**config.mk**
```make
export PLATFORM = sky130hd
export DESIGN_NAME = decoder_rr_arbiter
export DESIGN_NICKNAME = d
export VERILOG_FILES = /design/src/rtl/decoder_rr_arbiter_pkg.sv /design/src/rtl/decoder_rr_arbiter_rr_pick8.sv /design/src/rtl/decoder_rr_arbiter.sv
export SDC_FILE = /design/constraint.sdc
export NUM_CORES = 1
export LEC_CHECK = 0
export CORE_ASPECT_RATIO = 0.9
export CORE_MARGIN = 10
export CORE_UTILIZATION = 54
export CTS_CLUSTER_SIZE = 16
export DETAILED_ROUTE_END_ITERATION = 12
export PLACE_DENSITY_LB_ADDON = 0.08
export SYNTH_ARGS = -nofsm -noshare
export SYNTH_HDL_FRONTEND = slang
export SYNTH_SLANG_ARGS = --single-unit
```
**constraint.sdc**
```tcl
create_clock -name clk -period 4.9 [get_ports clk]
set_clock_uncertainty 0.05 [all_clocks]
set_input_delay 0.49 -clock clk [delete_from_list [all_inputs] [get_ports clk]]
set_output_delay 0.49 -clock clk [all_outputs]
set_load 0.02 [all_outputs]
```
**src/rtl/decoder_rr_arbiter_pkg.sv**
```systemverilog
// Shared types, sizes and the active-low grant encoding for the round-robin decoder arbiter.
package decoder_arb_pkg;

    localparam int NUM_REQ = 8;
    localparam int SEL_W   = 3;

    typedef enum logic [1:0] {
        IDLE  = 2'd0,
        GRANT = 2'd1,
        GAP   = 2'd2
    } arb_state_e;

    // Active-low one-hot select: only the selected line is pulled low, and only while enabled.
    function automatic logic [NUM_REQ-1:0] onehot_n(input logic [SEL_W-1:0] sel, input logic en);
        logic [NUM_REQ-1:0] w_one;
        logic [NUM_REQ-1:0] w_res;
        w_one = {{(NUM_REQ-1){1'b0}}, 1'b1};
        if (en) begin
            w_res = ~(w_one << sel);
        end else begin
            w_res = {NUM_REQ{1'b1}};
        end
        return w_res;
    endfunction

endpackage

```
**src/rtl/decoder_rr_arbiter_rr_pick8.sv**
```systemverilog
// Combinational round-robin pick: the requester just after 'last' has top priority,
// and 'last' itself is scanned last.
module rr_pick8
    import decoder_arb_pkg::*;
(
    input  logic [NUM_REQ-1:0] req,
    input  logic [SEL_W-1:0]   last,
    output logic               any,
    output logic [SEL_W-1:0]   winner
);

    logic [SEL_W-1:0]     w_base;
    logic [2*NUM_REQ-1:0] w_dbl;
    logic [NUM_REQ-1:0]   w_rot;
    logic [SEL_W-1:0]     w_off;

    // Rotate so that bit 0 of w_rot is requester (last+1); 3-bit add wraps modulo 8.
    assign w_base = last + 3'd1;
    assign w_dbl  = {req, req} >> w_base;
    assign w_rot  = w_dbl[NUM_REQ-1:0];
    assign any    = |req;

    // Priority-encode the rotated vector: lowest set bit wins.
    always_comb begin
        w_off = 3'd0;
        for (int i = NUM_REQ - 1; i >= 0; i--) begin
            w_off = w_rot[i] ? 3'(i) : w_off;
        end
    end

    // Un-rotate back to an absolute requester index.
    assign winner = w_base + w_off;

endmodule

```
**src/rtl/decoder_rr_arbiter.sv**
```systemverilog
// Eight-way round-robin arbiter driving a shared 3-to-8 active-low select, with
// tenure limit, owner release and a guard gap between successive owners.
module decoder_rr_arbiter
    import decoder_arb_pkg::*;
#(
    parameter int HOLD_MAX   = 16,
    parameter int GAP_CYCLES = 1
)
(
    input  logic               clk,
    input  logic               rst,
    input  logic [NUM_REQ-1:0] req,
    input  logic               done,
    output logic               en,
    output logic [SEL_W-1:0]   sel,
    output logic [NUM_REQ-1:0] gnt_n,
    output logic               busy,
    output logic               timeout
);

    localparam int HOLD_W = ($clog2(HOLD_MAX + 1) > 1) ? $clog2(HOLD_MAX + 1) : 1;
    localparam int GAP_W  = ($clog2(GAP_CYCLES + 1) > 1) ? $clog2(GAP_CYCLES + 1) : 1;
    localparam bit HOLD_EN = (HOLD_MAX != 0);
    localparam logic [HOLD_W-1:0] HOLD_LAST = HOLD_W'((HOLD_MAX > 0) ? (HOLD_MAX - 1) : 0);
    localparam logic [GAP_W-1:0]  GAP_LAST  = GAP_W'((GAP_CYCLES > 0) ? (GAP_CYCLES - 1) : 0);

    arb_state_e          r_state;
    arb_state_e          w_state_nxt;
    logic [SEL_W-1:0]    r_last;
    logic [SEL_W-1:0]    w_last_nxt;
    logic [HOLD_W-1:0]   r_hold;
    logic [HOLD_W-1:0]   w_hold_nxt;
    logic [GAP_W-1:0]    r_gap;
    logic [GAP_W-1:0]    w_gap_nxt;
    logic [SEL_W-1:0]    r_sel;
    logic [SEL_W-1:0]    w_sel_nxt;
    logic                r_en;
    logic [NUM_REQ-1:0]  r_gnt_n;
    logic                r_busy;
    logic                r_timeout;
    logic                w_timeout_nxt;
    logic                w_limit;
    logic                w_owner_req;
    logic                w_any;
    logic [SEL_W-1:0]    w_winner;

    rr_pick8 u_pick (
        .req    (req),
        .last   (r_last),
        .any    (w_any),
        .winner (w_winner)
    );

    // Next-state logic: pick in IDLE, watch release conditions in GRANT, count out the GAP.
    always_comb begin
        w_state_nxt   = r_state;
        w_last_nxt    = r_last;
        w_hold_nxt    = r_hold;
        w_gap_nxt     = r_gap;
        w_sel_nxt     = r_sel;
        w_timeout_nxt = 1'b0;
        w_owner_req   = req[r_sel];
        w_limit       = HOLD_EN && (r_hold == HOLD_LAST);
        case (r_state)
            IDLE: begin
                if (w_any) begin
                    w_state_nxt = GRANT;
                    w_sel_nxt   = w_winner;
                    w_last_nxt  = w_winner;
                    w_hold_nxt  = {HOLD_W{1'b0}};
                end else begin
                    w_state_nxt = IDLE;
                end
            end
            GRANT: begin
                if (done || !w_owner_req || w_limit) begin
                    w_state_nxt   = GAP;
                    w_gap_nxt     = {GAP_W{1'b0}};
                    // Only a revocation forced purely by the hold limit is a timeout.
                    w_timeout_nxt = w_limit && !done && w_owner_req;
                end else begin
                    w_hold_nxt = r_hold + 1'b1;
                end
            end
            GAP: begin
                if (r_gap == GAP_LAST) begin
                    w_state_nxt = IDLE;
                end else begin
                    w_gap_nxt = r_gap + 1'b1;
                end
            end
            default: begin
                w_state_nxt = IDLE;
            end
        endcase
    end

    // State, counters and registered outputs; outputs are computed from next-state values.
    always_ff @(posedge clk or posedge rst) begin
        if (rst) begin
            r_state   <= IDLE;
            r_last    <= 3'd7;
            r_hold    <= {HOLD_W{1'b0}};
            r_gap     <= {GAP_W{1'b0}};
            r_sel     <= 3'd0;
            r_en      <= 1'b0;
            r_gnt_n   <= 8'hFF;
            r_busy    <= 1'b0;
            r_timeout <= 1'b0;
        end else begin
            r_state   <= w_state_nxt;
            r_last    <= w_last_nxt;
            r_hold    <= w_hold_nxt;
            r_gap     <= w_gap_nxt;
            r_sel     <= w_sel_nxt;
            r_en      <= (w_state_nxt == GRANT);
            r_gnt_n   <= onehot_n(w_sel_nxt, (w_state_nxt == GRANT));
            r_busy    <= (w_state_nxt != IDLE);
            r_timeout <= w_timeout_nxt;
        end
    end

    assign en      = r_en;
    assign sel     = r_sel;
    assign gnt_n   = r_gnt_n;
    assign busy    = r_busy;
    assign timeout = r_timeout;

endmodule

```
Word level (Yosys, flattened, before mapping)
Cells that the tools add are included.
{"block": "word_totals", "output_inout_bits": 14, "reg_bits": 25, "inputBits": 11, "word_cells": 63}
{"block": "classes", "reduce_logical": 14, "eq_ne": 7, "shift": 2, "add_sub_neg": 4, "mux": 25, "order_cmp": 1, "bitwise_logic": 1}
{"cell": "two-way mux 3 bit", "count": 10}
{"cell": "right shift 16 x 3 -> 8 bit", "count": 1}
{"cell": "two-way mux 5 bit", "count": 2}
{"cell": "case mux 5 bit (2 select lines)", "count": 1}
{"cell": "two-way mux 8 bit", "count": 1}
{"cell": "inverter 8 bit", "count": 1}
{"cell": "OR reduction 8 bit", "count": 1}
{"cell": "left shift 1 x 3 -> 8 bit (first input constant)", "count": 1}
{"cell": "two-way mux 1 bit", "count": 6}
{"cell": "case mux 2 bit (3 select lines)", "count": 1}
{"cell": "nonzero test 2 bit", "count": 3}
{"cell": "adder 5 x 1 -> 5 bit (second input constant)", "count": 1}
{"cell": "equality test 5 x 4 -> 1 bit (second input constant)", "count": 1}
{"cell": "equality test 2 x 1 -> 1 bit (second input constant)", "count": 2}
{"cell": "< comparator 3 x 4 -> 1 bit (second input constant)", "count": 1}
{"cell": "two-way mux 2 bit", "count": 2}
{"cell": "inequality test 2 bit (second input constant)", "count": 2}
{"cell": "AND reduction 2 bit", "count": 2}
{"cell": "adder 3 x 1 -> 3 bit (second input constant)", "count": 1}
{"cell": "adder 3 bit", "count": 1}
{"cell": "binary-select mux 1 bit (select 3 bit)", "count": 1}
{"cell": "AND reduction 3 bit", "count": 1}
{"cell": "equality test 2 bit (second input constant)", "count": 1}
{"cell": "logical AND 1 bit", "count": 2}
{"cell": "other kinds (6)", "count": 8}

Logic depth before layout (Yosys ltp)
Gate-level depths: netlist of run 1.
{"block": "depth", "word_depth": 16, "depth_mapped": 17, "ltp_nobuf": 15}

Hierarchy
A second synthesis of run 1 with hierarchy kept.
{"block": "hier_totals", "cells_unflattened": 155, "hier_area_um2": 1572.8}
{"mod": "decoder_rr_arbiter", "area_each_um2": 1112.3, "cells_per_inst": 110, "n_inst": 1, "seq_area_each_um2": 614.3}
{"mod": "rr_pick8", "area_each_um2": 460.4, "cells_per_inst": 45, "n_inst": 1, "seq_area_each_um2": 0.0}

Worst setup path after synthesis of run 1
Ideal clock, no wire load.
{"block": "synth_timing", "path_type": "reg2reg", "from": "register r_last[0]", "to": "register r_sel[2], in the netlist sel[2]", "required_ns": 4.715, "setup_slack_ns": 1.256, "stages_incl_launch_ff": 15, "synth_period_minus_slack_ns": 3.644, "arrival_ns": 3.458, "path_buffers": 2, "setup_time_ns": 0.135, "path_cell_list": "dfstp_2 -> ha_1 -> buf_6 -> buf_4 -> mux2_1 -> mux4_2 -> a211oi_1 -> o22ai_1 -> ha_1 -> inv_1 -> fa_1 -> nor2_1 -> a221o_1 -> a2bb2oi_2 -> nand2_1"}
{"block": "synth_via", "elab_chain_cells": 13}
{"element": "from (decl)", "line": "decoder_rr_arbiter.sv:29", "source": "logic [SEL_W-1:0] r_last;"}
{"element": "from (signal assigned)", "line": "decoder_rr_arbiter.sv:112", "source": "r_last <= w_last_nxt;"}
{"element": "adder 3 x 1 -> 3 bit (*)", "line": "decoder_rr_arbiter_rr_pick8.sv:18", "source": "assign w_base = last + 3'd1;"}
{"element": "right shift 16 x 3 -> 8 bit", "line": "decoder_rr_arbiter_rr_pick8.sv:19", "source": "assign w_dbl = {req, req} >> w_base;"}
{"element": "two-way mux 3 bit (8 in a row)", "line": "decoder_rr_arbiter_rr_pick8.sv:27", "source": "w_off = w_rot[i] ? 3'(i) : w_off;"}
{"element": "adder 3 bit (*)", "line": "decoder_rr_arbiter_rr_pick8.sv:32", "source": "assign winner = w_base + w_off;"}
{"element": "two-way mux 3 bit (*)", "line": "decoder_rr_arbiter.sv:66", "source": "if (w_any) begin"}
{"element": "two-way mux 3 bit (*)", "line": "decoder_rr_arbiter.sv:64", "source": "case (r_state)"}
{"element": "net w_sel_nxt[2]", "line": "decoder_rr_arbiter.sv:36", "source": "logic [SEL_W-1:0] w_sel_nxt;"}
{"element": "to (signal assigned)", "line": "decoder_rr_arbiter.sv:115", "source": "r_sel <= w_sel_nxt;"}
{"element": "to (decl)", "line": "decoder_rr_arbiter.sv:35", "source": "logic [SEL_W-1:0] r_sel;"}
The timed path passes the listed nets; every way through them passes the cells marked *.
A chain may end at the register's enable or synchronous reset.

Worst setup path after layout of run 1
{"block": "layout_timing", "from": "register r_last[0]", "to": "register r_gnt_n[2], in the netlist gnt_n[2]"}
{"block": "layout_via", "elab_chain_cells": 16}
{"element": "adder 3 x 1 -> 3 bit (*)", "line": "decoder_rr_arbiter_rr_pick8.sv:18"}
{"element": "right shift 16 x 3 -> 8 bit", "line": "decoder_rr_arbiter_rr_pick8.sv:19"}
{"element": "two-way mux 3 bit (8 in a row)", "line": "decoder_rr_arbiter_rr_pick8.sv:27"}
{"element": "adder 3 bit (*)", "line": "decoder_rr_arbiter_rr_pick8.sv:32"}
{"element": "two-way mux 3 bit (*)", "line": "decoder_rr_arbiter.sv:66"}
{"element": "two-way mux 3 bit (*)", "line": "decoder_rr_arbiter.sv:64"}
{"element": "left shift 1 x 3 -> 8 bit (*)", "line": "decoder_rr_arbiter_pkg.sv:19", "source": "w_res = ~(w_one << sel);"}
{"element": "inverter 8 bit (*)", "line": "decoder_rr_arbiter_pkg.sv:19"}
{"element": "two-way mux 8 bit (*)", "line": "decoder_rr_arbiter_pkg.sv:18", "source": "if (en) begin"}
{"element": "to (signal assigned)", "line": "decoder_rr_arbiter.sv:117", "source": "r_gnt_n <= onehot_n(w_sel_nxt, (w_state_nxt == GRANT));"}
{"element": "to (decl)", "line": "decoder_rr_arbiter.sv:38", "source": "logic [NUM_REQ-1:0] r_gnt_n;"}
Every way passes the cells marked *; elsewhere a longest branch is shown, timed or not.

==> results.md, run 1 <==
- The data arrival time of the worst path is 4610 ps.
- Synthesis produced 186 cells.
- The number of warnings issued by yosys is 0.
- TritonCTS built the clock tree.
- The static power due to leakage is 0.8229 nW.
- The required time of the critical path is 5020 ps.
- The total nets after synthesis is 202.
- The final number of max-transition violations was 0.
- The startpoint identified for the worst register-to-register timing path is r_last[0].
- The count of placed standard cells including taps is 245.
- At the end of routability-driven placement, the weighted congestion stood at 0.9101.
- The area of the multi-input gates is 1112 um^2.
- In the global route stage, overall resource usage came out at 15.32%.
- The iteration-0 DRC count of the detailed router is 159.
- Walking the worst path, the cells encountered are ha_1, mux2i_1, inv_1, mux4_2, a211oi_1, o22ai_1, ha_1, inv_1, fa_1, nor2_1, a221o_1, a2bb2oi_2, nand3_1.
- The first detailed-routing pass took 4 iterations.
- The flow ran to the end, and the final reports show no timing, DRC or antenna violations.
- The final setup TNS is 0 ps.
- VDD sags by at most 0.5690 mV.
- In this run the top signal layer used is met4.
- 25 I/O pins were placed.
- The number of nets with antenna violations after detailed routing is 0.
- The count of cells in the finished layout, fillers not included, comes to 249.
- In this run the worst path has a maximum fanout of 25.
- The routed layout has 1582 vias.
- The maximum buffer depth of the clock tree is 2.
- Setup repair after global routing left no endpoint under its margin.
- Registers take 614.3 um^2.
- Summed over all layers, the global routing overflow is 0.
- In the synthesized netlist, the cells that appear most often are nor2_1, dfrtp_1, nand2_1.
- The number of failing hold endpoints at the final stage was 0.
- Of all flip-flops after synthesis, the portion carrying an async set or reset was 100.0%.
- STA classifies the critical path startpoint as a register.
- After the last flow step, the layout net total stands at 224.
- The synthesized netlist occupies a cell area of 1818 um^2.
- The initial standard-cell utilization of the core is 57.93%.
- After detailed routing, the total wire length is 4498 um.
- In the routed design, unresolved DRC markers number 0.
- In this run, synthesis produced a sequential element count of 24.
- The startpoint identified for the worst hold timing path is r_last[2].
- The tightest min-delay check is of the reg2reg type.
- The number of antenna violations at the first check in global routing came to 0.
- The slowest stage of the critical path is the dfstp_2 cell.
- The via count of the first global-routing pass was 1546.
- The count of clock tree sinks is 24.
- CTS built an H-tree with a depth of 1.
- Averaged over all synthesized cells, the footprint is 9.774 um^2.
- The per-cell via count in the routed design is 6.353.
- The source of the critical timing path is r_last[0].
- The count of input and output buffers is 24.
- The share of Yosys cell area claimed by the top area cell type is 17.89%.
- The fraction of the yosys area taken by sequential cells is 33.79%.
- The fraction of the cycle the final worst path needs is 91.60%.
- The library cell with the highest instance count after synthesis is nor2_1.
- Yosys mapped the design onto 59 distinct sky130hd cell types.
- In this run the standard cell core region covers 3138 um^2.
- The post-cts gate resize count is 0.
- The maximum clock frequency is 222.8 MHz.
- Detailed routing placed a total of 330 um of wire on met3.
- The area growth from synthesis to layout is 17.00%.
- For the pin with the worst max-slew slack, the measured transition is 858.6 ps.
- On the worst path, the slowest cell contributes a delay of 820 ps.
- 0 antenna diodes ended up in the layout.
- The path type of the worst setup path is reg2reg.
- Post-CTS timing repair inserted 0 buffers for setup.
- Setup slack on the critical path of the routed design comes to 411.8 ps.
- The insertion delay of the later-clocked pin in the worst-skew pair is 260 ps.
- The critical path capture point type is a register.
- After detailed placement, the total cell area comes to 2072 um^2.
- Counting the buffers created by CTS gives 3.
- The post-route met1 wirelength is 1912 um.
- The largest net degree at the start of global routing is 26.
- The cell area after layout is 2127 um^2.
- In this run the tightest slew margin relative to its limit is 42.70%.
- For this run, the leading register cell type out of synthesis is dfrtp_1.
- The final setup violation count is 0.
- In this run, synthesis inferred 0 flip-flops with an integrated enable.
- The per-cell routed wire length is 18.06 um.
- The filler cells instantiated in the layout total 260.
- Measured along the y axis, the die boundary spans 75.05 um.
- Before CTS, the worst setup slack after placement is 480.7 ps.
- The total half-perimeter wirelength after legalization and detailed placement is 3428 um.
- The synthesized design spends more area on one cell type than any other, namely dfrtp_1.
- The total number of placement rows is 19.
- The shortest period the worst path allows is 4488 ps.
- Sorting the synthesized cells by area gives the leading types as dfrtp_1, dfstp_2, mux2i_1.
- Clock-pin slew was measured on the worst setup and hold paths at 80 ps.
- The die extent in x is 81.16 um.
- For this design the ratio of total power to cell area is 839.5 nW/um^2.
- After clock tree synthesis, the flow added hold-fix buffers numbering 0.
- Of the cells placed in the final design, the portion with a size suffix greater than 1 is 19.32%.
- The clock root buffer is clkbuf_8.
- The reported max-cap violation count is 0.
- The met2 layer wire length in the routed design is 2203 um.
- The wire length of the first global-routing pass is 7445 um.
- The area enclosed by the die boundary is 6091 um^2.
- The worst hold slack after final layout is 438.0 ps.
-- cell usage in the layout (no fill, tap or decap), drive strengths merged, types with 4 or more instances in the layout --
master         count
inv               10
clkdlybuf4s50     24
nand2             13
o31ai              4
nor2              15
nand3             11
dfstp             11
mux2i              7
mux2               4
ha                 4
nor4               6
nor4b              5
dfrtp             13
clkbuf             4
nor3               9
o21ai             15
-- worst paths after layout --
kind	end	slack (ps)	cells past startpoint
worst max-delay path	gnt_n[2]	410	13
worst min-delay path	r_last[2]	440	2
worst max register to register	gnt_n[2]	410	13
worst min register to register	r_last[2]	440	2
max in group asynchronous	sel[0]	3620	2
min in group asynchronous	sel[2]	650	2
-- metrics by stage --
stage                     total power, mW  utilization (%)
after global placement              1.590            66.03
after CTS                           1.776            67.78
after floorplan                     1.362                -
final                               1.786            67.78
after detailed placement            1.632            66.03
after global routing                1.928            67.78
-- sequential cells by signal (all words and copies together) (netlist names) --
signal / count
busy: 1
en: 1
gnt_n: 8
r_hold: 5
r_last: 3
r_state: 2
sel: 3
timeout: 1
-- per-layer routing --
layer,global-route usage [%],up-vias
met1,19.20,770
li1,-,750
met2,26.24,56
met3,3.214,6
met5,0,-
met4,4.031,0
-- cells by family after synthesis --
| logic type | share of synthesized area [%] |
|---|---|
| AO/OA/AOI/OAI | 20.58 |
| XOR/XNOR | 2.409 |
| flip-flops | 33.79 |
| AND/OR/NAND/NOR | 23.68 |
| adder cells (fa/ha/maj) | 4.474 |
| multiplexers | 10.05 |
| buffers and inverters | 5.024 |
-- area by class of cell --
class / instances / area share (%)
multi-input combinational: 143 / 52.29
inverter: 10 / 1.765
timing repair buffer: 26 / 12.00
clock buffer: 4 / 2.588
tap: 42 / 2.471
sequential: 24 / 28.88
-- report_power, final --
group	switching, mW	internal [mW]
Sequential	0.0731	0.282
Clock	0.0582	0.0717
Combinational	0.747	0.554
-- critical path: cells and delay by family, from the launching register on --
family | cells | cell delay [ps]
AOI/OAI and AO/OA | 4 | 970
adders and majority gates | 3 | 1200
buffers and inverters | 2 | 150
DFF | 1 | 820
muxes | 2 | 960
and+or+nand+nor | 2 | 230
(Power assumes the default switching activity.)
==> inputs of run 2 (changes only) <==
Settings changed: CORE_UTILIZATION 54 to 53, REMOVE_ABC_BUFFERS from default to 1, SYNTH_HIERARCHICAL from default to 1.
==> run 2 against run 1 <==
  * Register-to-register slack gained 380 ps
  * Synthesized cell count shrank 17%
  * Maximum frequency grew 9.1%
  * Sequential power shrank 3%
  * Sequential share of layout area grew 3.8 points
  * Worst hold slack lost 15 ps
  * Cell area shrank 12%
  * Global-route usage shrank 3.3 points
  * Flip-flop and latch count is the same
  * Die area shrank 8.9%
  * Critical path type unchanged
==> results.md, run 2 <==
- The area of all sequential standard cells is 614.3 um^2 (unchanged).
- The path type of the worst setup path is reg2reg.
- The tree is rooted in a clkbuf_4.
- The post-layout net count was 196 (-13%).
- The share of Yosys cell area claimed by the top area cell type came to 20.68% (+2.8 points).
- The number of nets with antenna violations after detailed routing is 0 (unchanged).
- The area overhead of the layout relative to synthesis is 19.57%.
- The via count of the first global-routing pass came to 1173 (-24%).
- The post-synthesis sequential element count is 24 (unchanged).
- The netlist area before placement is 1573 um^2 (-13%).
- The final setup violation count is 0 (unchanged).
- The count of input and output buffers was 24 (unchanged).
- The total routed wirelength is 3216 um (-29%).
- The number of buffers inserted by post-CTS setup repair is 0 (unchanged).
- The most frequent standard cell in the layout excluding fill and tap cells is nand2_1.
- The shortest period the worst path allows is 4113 ps (-375.5 ps).
- The area enclosed by the die boundary is 5549 um^2 (-8.9%).
- The total CTS buffers came to 3 (unchanged).
- The number of enable-type register cells in the synthesized netlist was 0 (unchanged).
- The area of the multi-input gates was 887.1 um^2 (-20%).
- The post-cts gate resize count came to 0 (unchanged).
- The count of filler cells inserted in the layout is 238 (-8.5%).
- The count of clock tree sinks is 24 (unchanged).
- The total half-perimeter wirelength after legalization and detailed placement is 2519 um (-27%).
- The slowest stage cell on the critical path is dfstp_2.
- Setup repair after global routing left no endpoint under its margin.
- The total number of placement rows is 18 (-1).
- The signal on the critical path passes through ha_1, mux4_2, nand2b_1, a2111oi_0, nor3_1, o31ai_1, ha_1, inv_1, fa_1, xnor2_1, nor2b_1, mux2i_1, nor2_1, nand2_1.
- The post-placement worst setup slack is 815.3 ps (+334.6 ps).
- The initial standard-cell utilization of the core is 56.32% (-1.6 points).
- The number of different library cells in the post-synthesis netlist is 40 (-32%).
- The required time of the critical path is 5090 ps (+70 ps).
- In the synthesized netlist, the cells that appear most often are nand2_1, nor2_1, mux2i_1.
- The slack of the critical path was 787.4 ps (+375.5 ps).
- The worst hold slack after final layout is 422.7 ps (-15.37 ps).
- The maximum buffer depth of the clock tree came to 2 (unchanged).
- The number of search-and-repair iterations in the first detailed-routing pass is 4 (unchanged).
- The delay contributed by the slowest stage of the critical path came to 710 ps (-110 ps).
- The fraction of registers with async set or reset after synthesis is 100.0% (unchanged).
- The per-cell routed wire length came to 14.68 um (-19%).
- The number of failing hold endpoints at the final stage is 0 (unchanged).
- The number of warnings issued by yosys came to 6 (+6).
- The total grt overflow is 0 (unchanged).
- The flip-flop count of the largest register after layout came to 8 (unchanged).
- The transition time of the tightest slew-check pin is 848.4 ps (-10.19 ps).
- The via count of the routed design came to 1206 (-24%).
- The count of pins on the block boundary was 25 (unchanged).
- The relative slew slack is 43.38% (+0.68 points).
- The cell with the most instances on the worst path is ha_1.
- The reported max-cap violation count was 0 (unchanged).
- The H-tree depth is 1 (unchanged).
- The data arrival time of the worst path is 4300 ps (-310 ps).
- The number of diodes added for antenna fixing is 0 (unchanged).
- Summed over all instances, the cell type with the most area after synthesis is dfrtp_1.
- In this run the worst setup path begins at r_last[0].
- The maximum fanout along the worst path is 11 (-56%).
- The layout cell share with drive strength beyond 1 is 12.29% (-7.0 points).
- The worst setup path is launched from a register.
- The maximum clock frequency is 243.2 MHz (+9.1%).
- The die extent in x is 77.42 um (-4.6%).
- In the layout the commonest cells are nand2_1, clkdlybuf4s50_1, nor2_1.
- The number of standard cells after synthesis was 155 (-17%).
- The launch instance of the worst min-delay path is r_last[1].
- The quantity of hold-fixing buffers added after cts is 0 (unchanged).
- The per-cell via count in the routed design is 5.507 (-13%).
- The area of the core is 2793 um^2 (-11%).
- The register clock-pin slew on the reported worst setup and hold paths is 120 ps (+40 ps).
- The launch instance of the worst register-to-register path is r_last[0].
- Among all flip-flop cells after synthesis, the most frequent one is dfrtp_1.
- The largest net degree at the start of global routing is 25 (-3.8%).
- The weighted congestion reported at the end of routability-driven placement is 0.8447 (-7.2%).
- The final number of max-transition violations is 0 (unchanged).
- The final setup TNS is 0 ps (unchanged).
- By area the synthesized netlist is led by dfrtp_1, dfstp_2, mux4_1.
- The maximum resistive drop on vdd is 0.3684 mV (-35%).
- The average instance area after synthesis is 10.15 um^2 (+3.8%).
- The DRC violation count after routing is 0 (unchanged).
- The kind of cell adding the most delay to the critical path is adder cells.
- The vertical extent of the die came to 71.68 um (-4.5%).
- The fraction of the cycle the final worst path needs is 83.93% (-7.7 points).
- The overall power came to 1.442 mW (-19%).
- STA classifies the critical path endpoint as a register.
- The final design utilization is 67.34% (-0.44 points).
- Among all cell types in the netlist, the one instantiated most often is nand2_1.
- The static power due to leakage is 0.8283 nW (+0.65%).
- TritonCTS built the clock tree.
- The wire length of the first global-routing pass is 5623 um (-24%).
- The power per standard cell area is 766.9 nW/um^2 (-8.6%).
- The type of the most critical hold path is reg2reg.
- The number of antenna violations at the first check in global routing is 0 (unchanged).
- The combined buffer and inverter count along the critical path is 1 (-1).
- The fraction of the yosys area taken by sequential cells is 39.06% (+5.3 points).
- The global-route usage over all layers is 12.06% (-3.3 points).
- The insertion delay of the later-clocked pin in the worst-skew pair came to 300 ps (+40 ps).
- The iteration-0 DRC count of the detailed router is 87 (-45%).
- The run finished with clean final reports.
-- run 2: changes by cell type in the layout (fill, tap and decap cells not counted), sizes merged, moves of 5 or more --
cell	previous run	this run
mux2i	7	14
mux4	3	8
nand2	13	30
nand3	11	1
nor2b	0	6
nor3	9	2
nor4b	5	0
o21ai	15	3
-- run 2: report_power, final --
group / total, mW / internal (mW) / switching, mW / leakage, nW
clock: 0.117 / 0.0623 / 0.0552 / 0.0261
sequential: 0.344 / 0.281 / 0.0624 / 0.282
combinational: 0.981 / 0.428 / 0.553 / 0.521
-- run 2: final timing paths --
kind                        endpoint  slack, ps  cells after the start
setup / recovery            gnt_n[4]        790                     14
hold / removal             r_last[1]        420                      2
setup reg to reg            gnt_n[4]        790                     14
hold reg to reg            r_last[1]        420                      2
max in group asynchronous  r_hold[2]       3680                      2
min in group asynchronous     sel[0]        600                      2
-- run 2: worst register-to-register path, stage by stage (launching register included) --
cell       delay [ps]
dfstp_2           710
ha_1              420
mux4_2            380
nand2b_1          160
a2111oi_0         580
nor3_1            100
o31ai_1           220
ha_1              180
inv_1              40
fa_1              370
xnor2_1           350
nor2b_1           210
mux2i_1           110
nor2_1            110
nand2_1            60
-- run 2: area by class of cell --
class / count / share of cell area (%)
clock buffer: 4 / 2.528
inverter: 9 / 1.796
multi-input combinational: 117 / 47.17
sequential: 24 / 32.67
tap: 40 / 2.661
timing repair buffer: 25 / 13.17
-- run 2: per-stage QoR --
| step | cells | instance area (um^2) |
|---|---|---|
| after floorplan | 150 | 1535 |
| after global placement | 215 | 1833 |
| after detailed placement | 215 | 1833 |
| after CTS | 219 | 1881 |
| after global routing | 219 | 1881 |
| final | 219 | 1881 |
-- run 2: cells by family after synthesis --
group | count (synthesis) | share of synthesized area (%)
multiplexers | 22 | 21.80
buffers and inverters | 14 | 4.534
AND/OR/NAND/NOR | 74 | 21.88
adder cells (fa/ha/maj) | 6 | 5.171
XOR/XNOR | 2 | 1.114
AO/OA/AOI/OAI | 13 | 6.445
flip-flops | 24 | 39.06
-- run 2: metal layers --
layer,up-vias,global-route usage [%],wire length [um]
met5,-,0,0
met3,2,4.613,224
met4,0,2.429,19
met1,589,14.97,1453
li1,590,-,-
met2,25,19.57,1519
==> inputs of run 3 (changes only) <==
Settings changed: CORE_UTILIZATION 53 to 48.
Clock period 4.9 ns to 3.6 ns, I/O delays scaled along.
==> run 3 against run 2 <==
  * Worst setup slack lost 770 ps
  * Maximum frequency grew 15%
  * Critical path depth is the same
  * Routed wire length grew 22%
  * Flip-flop and latch count is the same
  * Via count grew 11%
  * First-iteration DRC count shrank 16%
  * Count of clock-buffer cells in the layout is the same
  * Register-to-register slack lost 770 ps
  * Non-clock buffer count grew 27
  * Cell area grew 16%
  * Global-route usage grew 1.7 points
  * Critical path type unchanged
  * Largest cell class unchanged
==> results.md, run 3 (same netlist as run 2, synthesis figures left out) <==
- The number of diodes added for antenna fixing is 0 (unchanged).
- The area overhead of the layout relative to synthesis is 38.58%.
- The total number of placement rows is 19 (+1).
- The largest net degree at the start of global routing is 25 (unchanged).
- The insertion delay of the later-clocked pin in the worst-skew pair is 320 ps (+20 ps).
- The uppermost layer routed is met4.
- The final setup TNS is 0 ps (unchanged).
- The maximum clock frequency is 278.9 MHz (+15%).
- The met2 layer wire length in the routed design is 2013 um (+33%).
- The total grt overflow is 0 (unchanged).
- The number of failing hold endpoints at the final stage was 0 (unchanged).
- The signal on the critical path passes through buf_8, mux4_2, buf_4, a2111oi_4, nor3_1, o31ai_1, ha_2, inv_2, fa_2, xnor2_4, nor2b_1, mux2i_1, nor2_1, nand2_1.
- The post-route met1 wirelength is 1698 um (+17%).
- The delay contributed by the slowest stage of the critical path was 600 ps (-110 ps).
- The H-tree depth is 1 (unchanged).
- The quantity of hold-fixing buffers added after cts is 0 (unchanged).
- The kind of cell adding the most delay to the critical path is multiplexers.
- The via count of the first global-routing pass was 1425 (+21%).
- Setup repair after global routing could not meet its margin everywhere.
- For this design, the slowest cell found on the critical path is dfstp_2.
- The tree is rooted in a clkbuf_4.
- TritonCTS built the clock tree.
- The count of input and output buffers is 24 (unchanged).
- The area of all sequential standard cells is 614.3 um^2 (unchanged).
- STA classifies the critical path endpoint as a register.
- The area of the core is 3090 um^2 (+11%).
- The combined buffer and inverter count along the critical path is 3 (+2).
- The path type of the worst setup path is reg2reg.
- The fraction of the cycle the final worst path needs is 99.61% (+16 points).
- The vertical extent of the die is 74.31 um (+3.7%).
- The transition time of the tightest slew-check pin is 905.0 ps (+56.63 ps).
- The area enclosed by the die boundary is 5969 um^2 (+7.6%).
- The maximum fanout along the worst path is 7 (-4).
- The final number of max-transition violations is 0 (unchanged).
- The total half-perimeter wirelength after legalization and detailed placement is 2900 um (+15%).
- The data arrival time of the worst path was 3790 ps (-510 ps).
- The total routed wirelength is 3932 um (+22%).
- The count of pins on the block boundary was 25 (unchanged).
- The library cell used most frequently in the layout, excluding fill and tap cells, is nand2_1.
- The sort of element at the start of the critical path is a register.
- The via count of the routed design is 1337 (+11%).
- The type of the most critical hold path is reg2reg.
- The relative slew slack is 39.60% (-3.8 points).
- The area of the multi-input gates is 969.7 um^2 (+9.3%).
- The reg2reg setup slack is 10 ps (-770 ps).
- The count of filler cells inserted in the layout was 243 (+2.1%).
- The initial standard-cell utilization of the core was 50.89% (-5.4 points).
- The flip-flop count of the largest register after layout is 8 (unchanged).
- The shortest period the worst path allows is 3586 ps (-526.8 ps).
- The die extent in x is 80.34 um (+3.8%).
- The iteration-0 DRC count of the detailed router is 73 (-16%).
- The weighted congestion reported at the end of routability-driven placement is 0.8012 (-5.1%).
- Leaving out fill and tap cells, the most frequent cells in the layout are nand2_1, buf_4, clkdlybuf4s50_1.
- The required time of the critical path is 3800 ps (-1290 ps).
- The global-route usage over all layers is 13.78% (+1.7 points).
- The number of search-and-repair iterations in the first detailed-routing pass is 4 (unchanged).
- The total CTS buffers came to 3 (unchanged).
- The DRC violation count after routing is 0 (unchanged).
- The layout cell share with drive strength beyond 1 was 31.07% (+19 points).
- The per-cell routed wire length was 15.85 um (+8.0%).
- The final setup violation count was 0 (unchanged).
- The number of antenna violations at the first check in global routing is 0 (unchanged).
- The flow ran to the end, and the final reports show no timing, DRC or antenna violations.
- The register clock-pin slew on the reported worst setup and hold paths is 140 ps (+20 ps).
- The reported max-cap violation count was 0 (unchanged).
- The length of routed met3 wiring is 183 um (-18%).
- The maximum buffer depth of the clock tree is 2 (unchanged).
- The post-layout net count is 223 (+14%).
- The count of clock tree sinks is 24 (unchanged).
- The per-cell via count in the routed design is 5.391 (-2.1%).
- The number of nets with antenna violations after detailed routing was 0 (unchanged).
- The wire length of the first global-routing pass is 6555 um (+17%).
[run 3: layer usage]
metal  track usage (%)  vias up
met4             2.734        0
met5                 0        -
met2             24.31       32
met3             3.614        6
li1                  -      643
met1             16.58      656
[run 3: worst paths after layout]
check / to / start / cells past startpoint
max: gnt_n[5] / r_last[0] / 14
min: r_last[2] / r_last[2] / 2
max reg2reg: gnt_n[5] / r_last[0] / 14
min reg2reg: r_last[2] / r_last[2] / 2
max in group asynchronous: sel[2] / rst / 2
min in group asynchronous: r_hold[3] / rst / 2
[run 3: metrics by stage]
step | cells | setup WS, ps | utilization, % | hold WS, ps | area [um^2]
6_report | 248 | 14.12 | 70.53 | 439.5 | 2180
5_1_grt | 248 | -142.2 | 70.53 | 456.9 | 2180
4_1_cts | 243 | 23.07 | 68.74 | 442.6 | 2125
3_5_place_dp | 237 | -282.5 | 64.25 | 409.2 | 1986
3_3_place_gp | 237 | -150.4 | 64.25 | 405.4 | 1986
2_1_floorplan | 150 | -37.80 | - | 316.5 | 1535
[run 3: area by class of cell]
cell class / instances / area share (%)
Inverter: 9 / 1.550
Multi-Input combinational cell: 117 / 44.49
Tap cell: 42 / 2.411
Sequential cell: 24 / 28.19
Clock buffer: 4 / 2.181
Timing Repair Buffer: 52 / 21.18
[run 3: timing repair]
item                                   4_1_cts  5_1_grt
endpoints found under the hold margin        0        0
gates resized for setup                     18        5
pin swaps                                    6        2
setup endpoints to repair                    8        8
buffers inserted                             4        5
[run 3: tightest hold or removal path, stage by stage (launching register included)]
cell and delay [ps]:
dfstp_2 400, nand2_1 50, nand2_1 50
Power of run 3 is not shown: default switching activity piles up to over one toggle a cycle in this logic, so the estimate is an artifact.
